## src/rtl/mcu_fsm.sv

```systemverilog
// Main control unit: sequences fetch, decode, execute and LSU handshakes,
// maintains the IR and retired-instruction count, and traps on illegal opcodes or bus timeout.
module mcu_fsm #(
    parameter int TIMEOUT = 16,
    parameter int CNT_W   = 32
) (
    input  logic             MCU_CLOCK_50,
    input  logic             MCU_RESET_InHigh,
    input  logic             MCU_Imem_Ack,
    input  logic [31:0]      MCU_Imem_Data_InBUS,
    input  logic             MCU_Lsu_Ready,
    input  logic             MCU_Lsu_Done,
    output logic [2:0]       MCU_State_OutBUS,
    output logic [31:0]      MCU_Ir_OutBUS,
    output logic             MCU_Imem_Req,
    output logic             MCU_Lsu_Valid,
    output logic             MCU_Pc_Write,
    output logic             MCU_Load_Wb,
    output logic             MCU_Trap,
    output logic [CNT_W-1:0] MCU_Retired_OutBUS
);

    typedef enum logic [2:0] {
        S_RESET    = 3'b000,
        S_FETCH    = 3'b001,
        S_DECODE   = 3'b010,
        S_EXEC     = 3'b011,
        S_MEM_REQ  = 3'b100,
        S_MEM_RESP = 3'b101,
        S_TRAP     = 3'b110,
        S_BAD      = 3'b111
    } state_t;

    // Watchdog count never exceeds TIMEOUT-1, so clog2(TIMEOUT) bits suffice.
    localparam int WD_W = (TIMEOUT > 1) ? $clog2(TIMEOUT) : 1;
    localparam logic [WD_W-1:0] WD_LAST = WD_W'((TIMEOUT > 0) ? TIMEOUT - 1 : 0);

    state_t           state, state_next;
    logic [31:0]      ir;
    logic [CNT_W-1:0] retired;
    logic [WD_W-1:0]  wd_cnt;
    logic [6:0]       op;
    logic             wait_state, awaited, wd_expired;
    logic             imem_req, lsu_valid, pc_write, load_wb;

    function automatic logic is_legal(input logic [6:0] opc);
        case (opc)
            7'b0110111, 7'b0010111, 7'b1101111, 7'b1100111, 7'b1100011,
            7'b0000011, 7'b0100011, 7'b0010011, 7'b0110011: is_legal = 1'b1;
            default:                                         is_legal = 1'b0;
        endcase
    endfunction

    function automatic logic is_mem(input logic [6:0] opc);
        is_mem = (opc[6] == 1'b0) && (opc[4:0] == 5'b00011);
    endfunction

    assign op = ir[6:0];

    always_comb begin
        wait_state = 1'b0;
        awaited    = 1'b1;
        case (state)
            S_FETCH:    begin wait_state = 1'b1; awaited = MCU_Imem_Ack;  end
            S_MEM_REQ:  begin wait_state = 1'b1; awaited = MCU_Lsu_Ready; end
            S_MEM_RESP: begin wait_state = 1'b1; awaited = MCU_Lsu_Done;  end
            default:    ;
        endcase
        wd_expired = (TIMEOUT > 0) && wait_state && !awaited && (wd_cnt == WD_LAST);
    end

    always_comb begin
        state_next = state;
        imem_req   = 1'b0;
        lsu_valid  = 1'b0;
        pc_write   = 1'b0;
        load_wb    = 1'b0;
        case (state)
            S_RESET:  state_next = S_FETCH;
            S_FETCH: begin
                imem_req = 1'b1;
                if (MCU_Imem_Ack)    state_next = S_DECODE;
                else if (wd_expired) state_next = S_TRAP;
            end
            S_DECODE: state_next = S_EXEC;
            S_EXEC: begin
                if (!is_legal(op)) begin
                    state_next = S_TRAP;
                end else if (is_mem(op)) begin
                    state_next = S_MEM_REQ;
                end else begin
                    pc_write   = 1'b1;
                    state_next = S_FETCH;
                end
            end
            S_MEM_REQ: begin
                lsu_valid = 1'b1;
                if (MCU_Lsu_Ready)   state_next = S_MEM_RESP;
                else if (wd_expired) state_next = S_TRAP;
            end
            S_MEM_RESP: begin
                if (MCU_Lsu_Done) begin
                    pc_write   = 1'b1;
                    load_wb    = ~ir[5];
                    state_next = S_FETCH;
                end else if (wd_expired) begin
                    state_next = S_TRAP;
                end
            end
            S_TRAP:   state_next = S_TRAP;
            default:  state_next = S_TRAP;
        endcase
    end

    // Any state change clears the watchdog, which covers every entry into a wait state.
    always_ff @(posedge MCU_CLOCK_50 or posedge MCU_RESET_InHigh) begin
        if (MCU_RESET_InHigh) begin
            state   <= S_RESET;
            ir      <= '0;
            retired <= '0;
            wd_cnt  <= '0;
        end else begin
            state <= state_next;
            if (state == S_FETCH && MCU_Imem_Ack)
                ir <= MCU_Imem_Data_InBUS;
            if (pc_write)
                retired <= retired + 1'b1;
            if (state_next != state)
                wd_cnt <= '0;
            else if ((TIMEOUT > 0) && wait_state)
                wd_cnt <= wd_cnt + 1'b1;
        end
    end

    assign MCU_State_OutBUS   = state;
    assign MCU_Ir_OutBUS      = ir;
    assign MCU_Imem_Req       = imem_req;
    assign MCU_Lsu_Valid      = lsu_valid;
    assign MCU_Pc_Write       = pc_write;
    assign MCU_Load_Wb        = load_wb;
    assign MCU_Trap           = (state == S_TRAP);
    assign MCU_Retired_OutBUS = retired;

endmodule
```

## config.mk

```make
export PLATFORM = sky130hd
export DESIGN_NAME = mcu_fsm
export DESIGN_NICKNAME = d
export VERILOG_FILES = /design/src/rtl/mcu_fsm.sv
export SDC_FILE = /design/constraint.sdc
export NUM_CORES = 1
export LEC_CHECK = 0
export ABC_AREA = 1
export BUFFER_PORTS_ARGS = -buffer_cell sky130_fd_sc_hd__buf_4
export CORE_UTILIZATION = 52
export CTS_CLUSTER_SIZE = 8
export DETAILED_ROUTE_END_ITERATION = 8
export GPL_ROUTABILITY_DRIVEN = 1
export PLACE_DENSITY = 0.8
export SETUP_SLACK_MARGIN = 0.1
export SLEW_MARGIN = 20
export SYNTH_ARGS = -nofsm -noshare
export SYNTH_HDL_FRONTEND = slang
export SYNTH_SLANG_ARGS = --single-unit
```

## constraint.sdc

```tcl
create_clock -name MCU_CLOCK_50 -period 2.7 [get_ports MCU_CLOCK_50]
set_input_delay 0.27 -clock MCU_CLOCK_50 [delete_from_list [all_inputs] [get_ports MCU_CLOCK_50]]
set_output_delay 0.27 -clock MCU_CLOCK_50 [all_outputs]
set_load 0.02 [all_outputs]
```

==> results of run 1 <==
report_power, final:
group | internal (W) | switching [W]
clock | 0.000390 | 0.000426
combinational | 0.0000357 | 0.0000289
sequential | 0.00106 | 0
cell usage after synthesis:
master,n,share of area [%]
a21oi_1,2,0.27
buf_1,1,0.10
xnor2_1,11,2.6
clkbuf_1,3,0.30
nor2_2,1,0.17
nor4_1,5,0.84
mux2i_1,1,0.27
inv_1,36,3.6
buf_6,1,0.30
xor2_1,19,4.4
nor3_2,3,0.80
ha_1,2,0.67
clkinv_1,1,0.10
nor2_1,47,4.7
nor3_1,10,1.3
nand2_4,2,0.60
nand4_4,1,0.57
buf_4,2,0.40
nand4_2,2,0.67
buf_2,4,0.53
inv_2,3,0.30
nand3_1,18,2.4
nand2_2,5,0.84
nand4_1,7,1.2
nand2_1,201,20
nand3_2,2,0.53
dfrtp_1,71,47
nand3b_1,1,0.20
o211ai_1,1,0.20
nor3_4,2,0.87
xnor2_2,2,0.87
buf_8,1,0.40
o21ai_0,10,1.3
stage by stage:
step                      hold slack (ns)  power (W)
final                            -0.00780    0.00194
after detailed placement            0.391    0.00115
after global placement              0.387    0.00115
after global routing               0.0198    0.00200
after CTS                          0.0131    0.00196
after floorplan                     0.380    0.00110
flip-flops by register name (all words and copies together) (netlist names):
signal / count
MCU_Ir_OutBUS: 32
MCU_Retired_OutBUS: 32
wd_cnt: 4
MCU_State_OutBUS: 3
routing by layer:
layer / up-vias / part of all wire, % / global-route usage [%] / wire, um
met5: - / 0 / 0 / 0
met4: 0 / 1.4 / 8.18 / 129
met3: 15 / 5.0 / 4.64 / 450
met2: 108 / 47 / 40.4 / 4230
met1: 1559 / 47 / 35.3 / 4220
li1: 1704 / - / - / -
critical path: stages (launching register included):
cell	delay, ns
dfrtp_1	0.52
inv_2	0.12
nor3_4	0.19
nand4_2	0.18
nand2_4	0.35
buf_4	0.22
worst max-delay path by stage:
stage,start,slack (ns),to,cells after the start
finish,MCU_State_OutBUS[0],0.49,MCU_Pc_Write,5
global placement,MCU_State_OutBUS[0],0.68,MCU_Ir_OutBUS[2],5
global route,MCU_State_OutBUS[0],0.29,MCU_Ir_OutBUS[5],5
CTS,MCU_State_OutBUS[0],0.49,MCU_Pc_Write,5
floorplan,MCU_RESET_InHigh,0.63,MCU_Ir_OutBUS[0],1
detailed placement,MCU_State_OutBUS[0],0.60,MCU_Ir_OutBUS[3],5
cell families after synthesis:
| logic type | synth area share [%] |
|---|---|
| compound gates | 1.80 |
| buf+inv | 6.05 |
| flops | 47.5 |
| mux | 0.267 |
| fa+ha+maj | 0.668 |
| xor+xnor | 7.89 |
| simple gates | 35.9 |
cell type report:
type / instances / area (um^2)
clock buffers: 11 / 151
clock inverters: 5 / 38.8
fillers: 586 / 2050
inverters: 40 / 150
multi-input cells: 355 / 1740
flip-flops and latches: 71 / 1780
well taps: 96 / 120
repair buffers: 110 / 838
==> impl_metrics.tcl, run 1 <==
set metrics [dict create \
    holdWs_ns -0.00780 \
    yosys_warnings 0 \
    core_um2 6870 \
    cts_buffers 9 \
    placed_cell_area_um2 4630 \
    clkSinkCount 71 \
    rows 30 \
    finalCriticalPeriod_ns 2.21 \
    rr_startpoint "MCU_State_OutBUS[2]" \
    yosysSeqAreaShare_pct 47.5 \
    fmax_mhz 453 \
    maxCapViolCount 0 \
    drive_above_1_share_pct 25.3 \
    syn_nets 517 \
    r2r-end "MCU_Ir_OutBUS[3]" \
    pin_count 109 \
    critPathMaxFanout 35 \
    antennaDiodeCount 0 \
    hpwlAfterDp_mm 6.62 \
    place.gp.congestion 0.938 \
    final_cell_mix "nand2_1, buf_4, dfrtp_1, nor2_1, inv_1" \
    synth_area_um2 3740 \
    finalNonFillerCells 688 \
    grt.overflow.total 0 \
    setup_viol 0 \
    final.period_utilization_pct 81.8 \
    grt_max_degree 72 \
    status "finished with violations" \
    cts.repair.resized 0 \
    crit_type "reg -> out" \
    final_cell_area_um2 4820 \
    dieArea_um2 7540 \
    wl_per_cell_um 13.1 \
    rsz0062_at_grt "no" \
    die_x_um 86.9 \
    viasPerCell 4.92 \
    holdBufCountCts 0 \
    synthToLayoutAreaGrowth_pct 28.6 \
    vias 3386 \
    cts_tree "yes" \
    place_inst 672 \
    fin_nets 626 \
    clk_latency_ns 0.35 \
    final_util_pct 70.1 \
    initial_core_util_pct 54.5 \
    synth.distinct_cells 33 \
    grt_pass1_vias 3103 \
    grt_pass1_wl_mm 14.8 \
    reg2reg_slack_ns 0.57 \
    cp-end-kind "output pin" \
    worstPathRequired_ns 2.43 \
    min_path_type "in -> async" \
    portBuffers 108 \
    drtIter0Drc 187 \
    syn-mean-instance-area_um2 7.83 \
    antenna_found_initial 0 \
    ir_drop_mv 0.225 \
    post-cts-setup-buffer-count 0 \
    setup_slack_ns 0.491 \
    h-tree-depth 3 \
    wirelength_mm 9.03 \
    die_h_um 86.9 \
    mostFrequentLayoutCell "nand2_1" \
    clock-root-buffer "clkbuf_8" \
    track_usage_pct 25.4 \
    power_density_nw_per_um2 404 \
    synth_seq_cells 71 \
    synth_cells 478 \
    clockBufferDepth 2 \
    drc 0 \
    start_kind "register" \
    clk_pin_slew_ns 0.08 \
    finClkSkew_ns 0.0102 \
    dr.pass1.iters 5 \
    drtAntennaViolNets 0 \
    pre_cts_slack_ns 0.600 \
    worstMarginPinSlew_ns 0.944 \
    crit_arrival_ns 1.94 \
    tns_ns 0 \
    slew_headroom_pct 36.7 \
    p_leak_nw 2.54 \
    violations "negative hold slack" \
    finalHoldViolCount 7 \
    rr_worst_depth 4 \
    slew_violations 0 \
]
Note: power is estimated with default switching activity, not from simulation.
==> run 2, diff against run 1 <==
ABC_AREA = 0   (was 1)
CORE_UTILIZATION = 45   (was 52)
PLACE_DENSITY = 0.75   (was 0.8)
clock period = 2 ns   (was 2.7 ns; I/O delays follow)
==> run 2 against run 1 <==
  * The run ends with negative setup slack left
  * Die area fell by 0.21%
  * Via count fell by 21%
  * Core utilization rose by 4.1 points
==> impl_metrics.tcl, run 2 <==
set metrics [dict create \
    drtAntennaViolNets 0 \
    place_inst 487 \
    crit_arrival_ns 2.15 \
    antenna_found_initial 0 \
    ys.flop_type "dfrtp_1" \
    core_um2 6870 \
    drtIter0Drc 106 \
    wirelength_mm 8.77 \
    synth_area_um2 3230 \
    grt_pass1_wl_mm 13.4 \
    synth-edff-count 0 \
    status "finished with violations" \
    min_path_type "in -> reg" \
    p_leak_nw 2.55 \
    wl_per_cell_um 16.7 \
    initial_core_util_pct 47.1 \
    synth.distinct_cells 40 \
    finalCriticalPeriod_ns 2.35 \
    vias 2691 \
    viasPerCell 5.14 \
    place.gp.congestion 0.792 \
    yosysMostFrequentCell "dfrtp_1" \
    die_h_um 86.8 \
    finalHoldViolCount 0 \
    holdWs_ns 0.0816 \
    cp-end-kind "output pin" \
    synth_top_area_share_pct 55.0 \
    rows 30 \
    setup_slack_ns -0.351 \
    cts_buffers 9 \
    yosysSeqAreaShare_pct 55.0 \
    cts_tree "yes" \
    seqCellArea_um2 1780 \
    crit_type "reg -> out" \
    setup_viol 23 \
    top_layer_used "met4" \
    clkSinkCount 71 \
    violations "negative setup slack" \
    met3_length_um 481 \
    worstHoldPathCells 2 \
    clk_pin_slew_ns 0.08 \
    syn_nets 312 \
    fmax_mhz 425 \
    worstMarginPinSlew_ns 0.662 \
    start_kind "register" \
    rr_worst_depth 10 \
    clock-root-buffer "clkbuf_8" \
    slew_violations 0 \
    clk_latency_ns 0.34 \
    fillers 459 \
    maxCapViolCount 0 \
    synthToLayoutAreaGrowth_pct 57.6 \
    power_w 0.00613 \
    grt_pass1_vias 2751 \
    clockBufferDepth 2 \
    synthTopCellsByCount "dfrtp_1, mux2_2, xnor2_1" \
    rsz0062_at_grt "yes" \
    final_util_pct 74.2 \
    track_usage_pct 23.8 \
    hpwlAfterDp_mm 5.31 \
    dieArea_um2 7530 \
    grt_max_degree 44 \
    syn-mean-instance-area_um2 11.8 \
    ir_drop_mv 0.688 \
    portBuffers 108 \
    synth_cells 273 \
    slew_headroom_pct 55.8 \
    antennaDiodeCount 0 \
    yosys-top-cells-area "dfrtp_1, mux2_2, xnor2_1, xor2_1, nand4_1" \
    finalNonFillerCells 524 \
    die_x_um 86.8 \
    grt.overflow.total 0 \
    multi_input_area_um2 1630 \
    finClkSkew_ns 0.00799 \
    synth_top_cell_by_area "dfrtp_1" \
    power_density_nw_per_um2 1200 \
    final_cell_mix "buf_4, dfrtp_1, mux2_2, nand4_1, xnor2_1" \
    drive_above_1_share_pct 55.6 \
    critPathMaxFanout 2 \
    dr.pass1.iters 4 \
    synth_seq_cells 71 \
    async_flop_share_pct 100 \
    worstPathRequired_ns 1.80 \
    drc 0 \
    yosys_warnings 0 \
    pin_count 109 \
    dr_wl_met2_mm 4.67 \
    h-tree-depth 3 \
    m1WireLength_mm 3.49 \
    tns_ns -1.64 \
    mostFrequentLayoutCell "buf_4" \
    final.period_utilization_pct 118 \
    fin_nets 463 \
]
## run 2: metal layers
| metal | vias to the layer above | GRT usage [%] |
|---|---|---|
| met1 | 1328 | 27.9 |
| met3 | 15 | 7.71 |
| met2 | 85 | 40.5 |
| met5 | - | 0 |
| li1 | 1263 | - |
| met4 | 0 | 8.94 |
## run 2: stage by stage
step / setup slack [ns] / area, um^2
final: -0.351 / 5090
after global routing: -0.426 / 5090
after CTS: -0.363 / 4930
after detailed placement: -0.0227 / 4310
after global placement: 0.00654 / 4310
after floorplan: -0.0997 / 3250
## run 2: logic make-up after synthesis
family,synth area share (%)
AND/OR/NAND/NOR,17.6
flip-flops,55.0
XOR/XNOR,9.21
multiplexers,11.5
buffers and inverters,2.32
AO/OA/AOI/OAI,3.72
adder cells (fa/ha/maj),0.774
## run 2: final cells by class
cell class / instances / area share, %
clock buffers: 9 / 2.43
clock inverters: 6 / 3.09
inverters: 6 / 0.565
multi-input cells: 186 / 31.9
flip-flops and latches: 71 / 34.9
well taps: 96 / 2.36
repair buffers: 150 / 24.7
## run 2: path summary, 6_finish.rpt
kind / start / end / slack (ns)
worst max-delay path: MCU_Ir_OutBUS[3] / MCU_Trap / -0.35
worst min-delay path: MCU_Imem_Data_InBUS[10] / MCU_Ir_OutBUS[10] / 0.08
worst max register to register: MCU_Ir_OutBUS[3] / MCU_Retired_OutBUS[29] / -0.09
worst min register to register: MCU_Retired_OutBUS[31] / MCU_Retired_OutBUS[31] / 0.48
max in group asynchronous: MCU_RESET_InHigh / MCU_Ir_OutBUS[27] / 0.87
min in group asynchronous: MCU_RESET_InHigh / MCU_Ir_OutBUS[19] / 0.50
## run 2: power breakdown
group	switching [W]	leakage (nW)	internal, W
clock network	0.000547	0.136	0.00107
registers	0.000282	0.923	0.00180
logic	0.00123	1.49	0.00120
## run 2: timing repair
action | 4_1_cts | 5_1_grt
buffers inserted | 19 | 11
hold buffers | 1 | 0
pin swaps | 10 | 27
gates cloned | 1 | 2
endpoints found under the hold margin | 28 | 0
gates resized for setup | 38 | 34
setup endpoints to repair | 16 | 39
## run 2: critical path: stages (launching register included)
cell	delay (ns)
dfrtp_2	0.41
or4_4	0.55
nor2_4	0.13
inv_2	0.07
a21oi_4	0.16
inv_4	0.05
o311ai_4	0.23
nor2_2	0.07
buf_6	0.14
==> run 3, diff against run 2 <==
CORE_MARGIN = 5   (was not set)
==> run 3 against run 2 <==
  * The flow still finishes with violations (negative setup slack)
  * Non-clock buffer count shrank 11
  * Sequential power about the same
  * First-iteration DRC count shrank 14%
  * Register-to-register slack barely moved
  * Core utilization is 5.1 points lower
  * Clock power is 16% lower
==> impl_metrics.tcl, run 3 (synthesized netlist as in run 2, its figures left out) <==
set metrics [dict create \
    viasPerCell 5.28 \
    drtIter0Drc 91 \
    reg2reg_slack_ns -0.08 \
    rsz0062_at_grt "yes" \
    critPathLaunch "MCU_Ir_OutBUS[3]" \
    wirelength_mm 8.79 \
    slew_headroom_pct 61.2 \
    antennaDiodeCount 0 \
    ir_drop_mv 0.676 \
    grt.overflow.total 0 \
    pin_count 109 \
    power_density_nw_per_um2 1190 \
    finalCriticalPeriod_ns 2.35 \
    tns_ns -1.01 \
    dieArea_um2 8980 \
    h-tree-depth 3 \
    grt_pass1_vias 2749 \
    slew_violations 0 \
    rr_worst_depth 10 \
    die_h_um 94.8 \
    p_leak_nw 2.47 \
    drc 0 \
    min_path_type "in -> reg" \
    start_kind "register" \
    setup_viol 21 \
    drtAntennaViolNets 0 \
    cp_slowest_cell "or4_4" \
    place.gp.congestion 0.806 \
    final_cell_area_um2 4930 \
    portBuffers 108 \
    core_um2 7140 \
    synthToLayoutAreaGrowth_pct 52.4 \
    worstPathRequired_ns 1.80 \
    cp-end-kind "output pin" \
    finClkSkew_ns 0.0104 \
    antenna_found_initial 0 \
    grt_max_degree 51 \
    clkSinkCount 71 \
    cp_cell_sequence "or4_4 > nor2_4 > inv_2 > a21oi_4 > inv_4 > o311ai_4 > nor2_2 > buf_6" \
    clockBufferDepth 2 \
    setup_slack_ns -0.349 \
    clock-root-buffer "clkbuf_8" \
    mostFrequentLayoutCell "buf_4" \
    drive_above_1_share_pct 54.3 \
    die_x_um 94.8 \
    hpwlAfterDp_mm 5.85 \
    final_cell_mix "buf_4, dfrtp_1, mux2_2" \
    cts_tree "yes" \
    rr_startpoint "MCU_Ir_OutBUS[3]" \
    initial_core_util_pct 45.3 \
    fmax_mhz 426 \
    critPathMaxFanout 2 \
    maxCapViolCount 0 \
    status "finished with violations" \
    final.period_utilization_pct 117 \
    crit_arrival_ns 2.15 \
    clk_latency_ns 0.34 \
    rows 31 \
    worst_path_largest_cell_delay_ns 0.54 \
    vias 2730 \
    placed_cell_area_um2 4330 \
    clk_pin_slew_ns 0.08 \
    worstMarginPinSlew_ns 0.580 \
    fin_nets 452 \
    dr.pass1.iters 4 \
    track_usage_pct 18.8 \
    grt_pass1_wl_mm 13.2 \
    violations "negative setup slack" \
    wl_per_cell_um 17.0 \
    r2r-end "MCU_Retired_OutBUS[29]" \
    crit_type "reg -> out" \
    cts_buffers 9 \
    finalHoldViolCount 0 \
    hp-start "MCU_Imem_Data_InBUS[26]" \
    crit_path_end "MCU_Trap" \
]
[run 3: cell type report]
type                    instances  area (um^2)
flip-flops and latches         71         1780
clock inverters                 6          109
clock buffers                  10          128
multi-input cells             186         1620
inverters                       6         28.8
repair buffers                139         1140
fillers                       544         2210
well taps                      99          124
[run 3: stage by stage]
step | hold WS [ns] | util, % | std cells | power, W | setup WS [ns]
2_1_floorplan | 0.335 | - | 273 | 0.00328 | -0.0997
3_3_place_gp | 0.257 | 60.6 | 492 | 0.00426 | 0.0223
3_5_place_dp | 0.255 | 60.6 | 492 | 0.00433 | -0.0224
4_1_cts | 0.0721 | 65.9 | 514 | 0.00583 | -0.352
5_1_grt | 0.0769 | 69.0 | 517 | 0.00616 | -0.442
6_report | 0.0863 | 69.0 | 517 | 0.00587 | -0.349
[run 3: how the worst min path moves through the flow]
stage                   endpoint  cells after the start
6_report       MCU_Ir_OutBUS[26]                      2
5_1_grt        MCU_Ir_OutBUS[21]                      2
4_1_cts        MCU_Ir_OutBUS[29]                      2
3_5_place_dp   MCU_Ir_OutBUS[12]                      2
3_3_place_gp   MCU_Ir_OutBUS[16]                      2
2_1_floorplan   MCU_Ir_OutBUS[2]                      1
[run 3: timing repair]
action / 4_1_cts / 5_1_grt
gates cloned: 0 / 2
endpoints found under the setup margin: 19 / 37
hold buffers: 1 / 0
resized for setup: 21 / 33
hold endpoints to repair: 21 / 0
buffers inserted: 5 / 2
pin swaps: 5 / 7
[run 3: layer usage]
layer	routed length (um)	up-vias	GRT usage, %
li1	-	1243	-
met1	3590	1366	23.4
met2	4480	104	32.2
met3	550	17	3.98
met4	163	0	6.85
met5	0	-	0
[run 3: worst max-delay path, delay by kind of cell, from the launching register on]
family	cells	cell delay (ns)
DFF	1	0.40
and+or+nand+nor	3	0.72
AOI/OAI and AO/OA	2	0.44
buffers and inverters	3	0.26
[run 3: report_power, final]
part	internal (W)	switching (W)
sequential	0.00180	0.000270
clock	0.000827	0.000535
combinational	0.00120	0.00124
